==> config.mk <==
export PLATFORM = sky130hd
export DESIGN_NAME = gas_alarm_controller
export DESIGN_NICKNAME = d
export VERILOG_FILES = /design/src/rtl/gas_alarm_controller_pkg.sv /design/src/rtl/gas_alarm_controller_level_filter.sv /design/src/rtl/gas_alarm_controller.sv
export SDC_FILE = /design/constraint.sdc
export NUM_CORES = 1
export LEC_CHECK = 0
export ABC_AREA = 1
export CORE_MARGIN = 5
export CORE_UTILIZATION = 35
export DETAILED_ROUTE_END_ITERATION = 16
export DONT_BUFFER_PORTS = 1
export GPL_TIMING_DRIVEN = 0
export HOLD_SLACK_MARGIN = 0.03
export PLACE_DENSITY_LB_ADDON = 0.1
export SYNTH_ARGS = -nofsm -noshare
export SYNTH_HDL_FRONTEND = slang
export SYNTH_HIERARCHICAL = 1
export SYNTH_SLANG_ARGS = --single-unit
export TNS_END_PERCENT = 100
==> constraint.sdc <==
create_clock -name clk -period 1.7 [get_ports clk]
set_clock_uncertainty 0.1 [all_clocks]
set_input_delay 0.34 -clock clk [delete_from_list [all_inputs] [get_ports clk]]
set_output_delay 0.34 -clock clk [all_outputs]
set_load 0.1 [all_outputs]
==> src/rtl/gas_alarm_controller_pkg.sv <==
// Shared codes for the gas alarm controller: FSM states, filtered level
// classes and fan speeds.
package gas_alarm_controller_pkg;

    localparam logic [1:0] ST_SAFE  = 2'd0;
    localparam logic [1:0] ST_WARN  = 2'd1;
    localparam logic [1:0] ST_ALARM = 2'd2;
    localparam logic [1:0] ST_VENT  = 2'd3;

    localparam logic [1:0] CLS_SAFE = 2'd0;
    localparam logic [1:0] CLS_WARN = 2'd1;
    localparam logic [1:0] CLS_HIGH = 2'd2;

    localparam logic [1:0] FAN_OFF  = 2'd0;
    localparam logic [1:0] FAN_LOW  = 2'd1;
    localparam logic [1:0] FAN_MED  = 2'd2;
    localparam logic [1:0] FAN_HIGH = 2'd3;

    function automatic logic [1:0] fan_for_state(input logic [1:0] st);
        case (st)
            ST_WARN:  return FAN_LOW;
            ST_ALARM: return FAN_HIGH;
            ST_VENT:  return FAN_MED;
            default:  return FAN_OFF;
        endcase
    endfunction

endpackage

==> src/rtl/gas_alarm_controller_level_filter.sv <==
// Registers the sensor level, classifies it and only passes a class on once
// it has held for PERSIST_CYC consecutive cycles.
module gas_level_filter
    import gas_alarm_controller_pkg::*;
#(
    parameter int PERSIST_CYC = 4,
    parameter int WARN_LEVEL  = 3,
    parameter int ALARM_LEVEL = 5
) (
    input  logic       clk,
    input  logic       arst,
    input  logic [2:0] gas_level,
    output logic [1:0] filt
);

    localparam int CW = $clog2(PERSIST_CYC + 1);
    localparam logic [CW-1:0] CNT_MAX = CW'(PERSIST_CYC);

    logic [2:0]    lvl_q;
    logic [1:0]    cls;
    logic [1:0]    cand;
    logic [1:0]    cand_next;
    logic [CW-1:0] cnt;
    logic [CW-1:0] cnt_next;

    always_comb begin
        cls = CLS_SAFE;
        if (lvl_q >= 3'(ALARM_LEVEL)) begin
            cls = CLS_HIGH;
        end else if (lvl_q >= 3'(WARN_LEVEL)) begin
            cls = CLS_WARN;
        end

        cand_next = cand;
        cnt_next  = cnt;
        if (cls == cand) begin
            if (cnt != CNT_MAX) begin
                cnt_next = cnt + CW'(1);
            end
        end else begin
            cand_next = cls;
            cnt_next  = CW'(1);
        end
    end

    // filt follows on the same edge the count reaches its target, which keeps
    // the level-to-state latency at PERSIST_CYC+2 edges.
    always_ff @(posedge clk) begin
        if (!arst) begin
            lvl_q <= 3'd0;
            cand  <= CLS_SAFE;
            cnt   <= '0;
            filt  <= CLS_SAFE;
        end else begin
            lvl_q <= gas_level;
            cand  <= cand_next;
            cnt   <= cnt_next;
            if (cnt_next == CNT_MAX) begin
                filt <= cand_next;
            end
        end
    end

endmodule

==> src/rtl/gas_alarm_controller.sv <==
// Gas alarm controller: filtered level drives a SAFE/WARN/ALARM/VENT FSM that
// commands fan, gas valve and buzzer; alarms latch until acknowledged.
module gas_alarm_controller
    import gas_alarm_controller_pkg::*;
#(
    parameter int PERSIST_CYC   = 4,
    parameter int VENT_HOLD_CYC = 16,
    parameter int BEEP_HALF     = 2,
    parameter int WARN_LEVEL    = 3,
    parameter int ALARM_LEVEL   = 5
) (
    input  logic       clk,
    input  logic       arst,
    input  logic [2:0] gas_level,
    input  logic       ack,
    output logic [1:0] fan_speed,
    output logic       valve_close,
    output logic       buzzer,
    output logic       alarm_latched,
    output logic [1:0] state
);

    localparam int HW = $clog2(VENT_HOLD_CYC + 1);
    localparam int BW = $clog2(BEEP_HALF + 1);
    localparam logic [HW-1:0] HOLD_LOAD = HW'(VENT_HOLD_CYC - 1);
    localparam logic [BW-1:0] BEEP_LAST = BW'(BEEP_HALF - 1);

    logic [1:0]    filt;
    logic [1:0]    state_next;
    logic [HW-1:0] hold;
    logic [HW-1:0] hold_next;
    logic [BW-1:0] beep_cnt;

    gas_level_filter #(
        .PERSIST_CYC (PERSIST_CYC),
        .WARN_LEVEL  (WARN_LEVEL),
        .ALARM_LEVEL (ALARM_LEVEL)
    ) u_filter (
        .clk       (clk),
        .arst      (arst),
        .gas_level (gas_level),
        .filt      (filt)
    );

    always_comb begin
        state_next = state;
        hold_next  = hold;
        case (state)
            ST_SAFE: begin
                if (filt == CLS_HIGH)      state_next = ST_ALARM;
                else if (filt == CLS_WARN) state_next = ST_WARN;
            end
            ST_WARN: begin
                if (filt == CLS_HIGH)      state_next = ST_ALARM;
                else if (filt == CLS_SAFE) state_next = ST_SAFE;
            end
            ST_ALARM: begin
                if (ack && filt != CLS_HIGH) begin
                    state_next = ST_VENT;
                    hold_next  = HOLD_LOAD;
                end
            end
            default: begin
                // A returning HIGH level wins over both expiry and ack.
                if (filt == CLS_HIGH) begin
                    state_next = ST_ALARM;
                end else if (hold == '0) begin
                    state_next = (filt == CLS_WARN) ? ST_WARN : ST_SAFE;
                end else begin
                    hold_next = hold - HW'(1);
                end
            end
        endcase
    end

    always_ff @(posedge clk) begin
        if (!arst) begin
            state         <= ST_SAFE;
            hold          <= '0;
            beep_cnt      <= '0;
            fan_speed     <= FAN_OFF;
            valve_close   <= 1'b0;
            buzzer        <= 1'b0;
            alarm_latched <= 1'b0;
        end else begin
            state         <= state_next;
            hold          <= hold_next;
            fan_speed     <= fan_for_state(state_next);
            valve_close   <= (state_next == ST_ALARM) || (state_next == ST_VENT);
            alarm_latched <= (state_next == ST_ALARM);
            if (state_next != ST_ALARM) begin
                buzzer   <= 1'b0;
                beep_cnt <= '0;
            end else if (state != ST_ALARM) begin
                buzzer   <= 1'b1;
                beep_cnt <= '0;
            end else if (beep_cnt == BEEP_LAST) begin
                buzzer   <= ~buzzer;
                beep_cnt <= '0;
            end else begin
                beep_cnt <= beep_cnt + BW'(1);
            end
        end
    end

endmodule

==> flow_metrics.env <==
export IMPL_grt_pass1_wl_um=3420
export IMPL_cts_tree="yes"
export IMPL_syn_avg_cell_area_um2=7.13
export IMPL_htree_levels=1
export IMPL_finalMaxSlewViolations=0
export IMPL_setup_viol=0
export IMPL_cap_violations=0
export IMPL_io_pins=13
export IMPL_synth_fp_nets=174
export IMPL_synth_seq_area_share=0.381
export IMPL_die_area_mm2=0.00455
export IMPL_fmax_ghz=0.590
export IMPL_hold_path_startpoint="arst"
export IMPL_regToRegStartpoint="fan_speed[1]$_SDFF_PN0_"
export IMPL_cts_buffers=3
export IMPL_avgViaCountPerCell=4.22
export IMPL_fin_nets=188
export IMPL_worst_pin_slew_ns=0.532
export IMPL_yosysWarningCount=6
export IMPL_finalHoldViolCount=0
export IMPL_die_y_um=67.4
export IMPL_rsz0062_at_grt="true"
export IMPL_drive_gt1_frac=0.223
export IMPL_port_buffers=0
export IMPL_grtUsageTotal=0.101
export IMPL_synth_top_area_frac=0.381
export IMPL_clk_pin_slew_ns=0.12
export IMPL_dieWidth_um=67.4
export IMPL_ys_ff_latch=22
export IMPL_rows=20
export IMPL_critPathMaxStageDelay_ns=0.59
export IMPL_clock_sink_count=22
export IMPL_clockRootBuffer="clkbuf_4"
export IMPL_grt_max_degree=14
export IMPL_drc=0
export IMPL_crit_chain="buf_4"
export IMPL_via_count=924
export IMPL_ant_nets=0
export IMPL_clock_path_buffers=2
export IMPL_setup_slack_ns=0.00587
export IMPL_layout_min_cycle_time_ns=1.69
export IMPL_nFillCells=339
export IMPL_gp_congestion=0.739
export IMPL_cellPowerDensity_mw_per_mm2=782
export IMPL_worstSetupStartpoint="fan_speed[1]$_SDFF_PN0_"
export IMPL_drt_iter0_drc=33
export IMPL_path_buf_inv=1
export IMPL_post_route_period_util=0.997
export IMPL_critPathCaptureType="output port"
export IMPL_cp_data_required_time_ns=1.26
export IMPL_crit_slowest_cell="dfxtp_4"
export IMPL_hold_path_class="in -> reg"
export IMPL_fp_coreArea_mm2=0.00310
export IMPL_firstDrtPassIters=3
export IMPL_path_max_fanout=6
export IMPL_routedWlPerCell_um=9.09
export IMPL_synth_top_cell_by_area="dfxtp_1"
export IMPL_hold_slack_ns=0.0593
export IMPL_layout_cells_non_filler=219
export IMPL_worstSkewPairLatency_ns=0.30
export IMPL_status="completed"
export IMPL_routed_wl_um=1990
export IMPL_area_growth_pct=19.7
export IMPL_initial_core_util=0.372
export IMPL_grt_pass1_vias=910
export IMPL_syn_inst=162
export IMPL_cp_start_kind="flop"
export IMPL_syn_area_mm2=0.00115
export IMPL_placedCellCount=206
export IMPL_gr_total_overflow=0
export IMPL_max_slew_margin_rel=0.645
export IMPL_grt_antenna_before_repair=0
export IMPL_power_leakage_nw=0.713
export IMPL_crit_type="reg -> out"
export IMPL_worst_ep_arrival_time_ns=1.25
export IMPL_vdd_drop_max_uv=348
export IMPL_hpwl_um=1500
export IMPL_synth_cell_types=23
export IMPL_critPathTopFamily="flip-flops"
export IMPL_diodes=0
export IMPL_preCtsSetupSlack_ns=-0.136
export IMPL_synthTopCellsByArea="dfxtp_1 38%, nand2_1 13%, inv_1 11%"
-- Yosys cell counts --
library cell  instances
nor2_1               21
nand2_2               3
nand3_2               1
a21oi_2               1
nand3_1              13
nor2_4                1
nand4_1               1
xor2_1                2
ha_1                  6
o21ai_0               1
buf_4                 3
dfxtp_1              22
o21ai_4               1
and2_4                1
a21oi_1               2
nand2_4               1
inv_1                35
a31oi_1               1
xor2_2                1
nor2_2                3
o21ai_1               1
nand4_4               1
nand2_1              40
-- through the flow --
| stage | util | TNS (ns) | power (mW) | instance area [um^2] |
|---|---|---|---|---|
| final | 0.446 | 0 | 1.08 | 1380 |
| after global routing | 0.446 | -0.232 | 1.15 | 1380 |
| after CTS | 0.433 | -0.0353 | 1.10 | 1340 |
| after detailed placement | 0.392 | -0.386 | 0.681 | 1220 |
| after global placement | 0.392 | -0.223 | 0.678 | 1220 |
| after floorplan | - | 0 | 0.664 | 1160 |
-- where the power goes --
group	total [mW]	switching (mW)	leakage (nW)	internal, mW
clock network	0.400	0.162	0.0279	0.238
logic	0.115	0.0687	0.503	0.0458
registers	0.567	0.0364	0.183	0.530
total	1.08	0.267	0.713	0.814
-- cell type report --
type                            instances  area (um^2)  share of cell area
Multi-Input combinational cell        102          588               0.425
Tap cell                               44         55.1              0.0398
Clock buffer                            3         22.5              0.0163
Sequential cell                        22          453               0.328
Buffer                                  3         22.5              0.0163
Clock inverter                          1         30.0              0.0217
Timing Repair Buffer                    9         77.6              0.0561
Inverter                               35          134              0.0968
-- registers in the layout, indices dropped and copies added (netlist names) --
name	count
alarm_latched	1
u_filter/filt	2
beep_cnt	2
hold	5
u_filter/cand	2
buzzer	1
fan_speed	2
u_filter/lvl_q	3
u_filter/cnt	3
state	1
-- final timing paths --
check / cells after the start / endpoint / slack [ns]
min: 2 / alarm_latched$_SDFF_PN0_ / 0.06
min reg2reg: 1 / beep_cnt[0]$_SDFF_PP0_ / 0.33
max: 1 / state[1] / 0.006
max reg2reg: 10 / beep_cnt[1]$_SDFF_PP0_ / 0.04
-- cell families (layout without fill, tap and decap cells) --
group | count (synthesis) | after routing | share of synthesized area
AOI/OAI and AO/OA | 7 | 7 | 0.0444
adders and majority gates | 6 | 6 | 0.0650
buffers and inverters | 38 | 51 | 0.133
DFF | 22 | 22 | 0.381
and+or+nand+nor | 86 | 86 | 0.347
xor gates and xnor gates | 3 | 3 | 0.0293
-- per-layer routing --
metal  global-route usage  part of all wire
met4               0.0633             0.014
met3               0.0216             0.046
met1               0.0998              0.45
met2                0.188              0.49
met5                    0                 0
-- cells in the final DEF (no fill, tap or decap) --
| cell type | netlist | final |
|---|---|---|
| nand3_2 | 1 | 1 |
| dfxtp_2 | 0 | 4 |
| nor2_4 | 1 | 1 |
| nand2_1 | 40 | 39 |
| clkbuf_4 | 0 | 3 |
| and2_4 | 1 | 1 |
| inv_4 | 0 | 1 |
| bufinv_16 | 0 | 1 |
| inv_1 | 35 | 32 |
| o21ai_4 | 1 | 1 |
| nand2_2 | 3 | 4 |
| dfxtp_1 | 22 | 16 |
| buf_4 | 3 | 8 |
| ha_4 | 0 | 1 |
| dlygate4sd3_1 | 0 | 4 |
| nor2_1 | 21 | 19 |
| a21oi_4 | 0 | 1 |
| a31oi_1 | 1 | 1 |
| a21oi_1 | 2 | 2 |
| xor2_1 | 2 | 2 |
| nand2_4 | 1 | 1 |
| nand3_1 | 13 | 13 |
| nor2_2 | 3 | 5 |
| o21ai_0 | 1 | 1 |
| inv_2 | 0 | 2 |
| nand4_4 | 1 | 1 |
| nand4_1 | 1 | 1 |
| dfxtp_4 | 0 | 2 |
| xor2_2 | 1 | 1 |
| o21ai_1 | 1 | 1 |
| ha_1 | 6 | 5 |
-- what timing repair did --
action	CTS	global route
gates resized for setup	8	6
hold endpoints to repair	7	0
cloned	0	0
pin swaps	3	1
endpoints found under the setup margin	10	6
hold buffers	4	0
buffers inserted	3	2
Note: power is estimated with default switching activity, not from simulation.
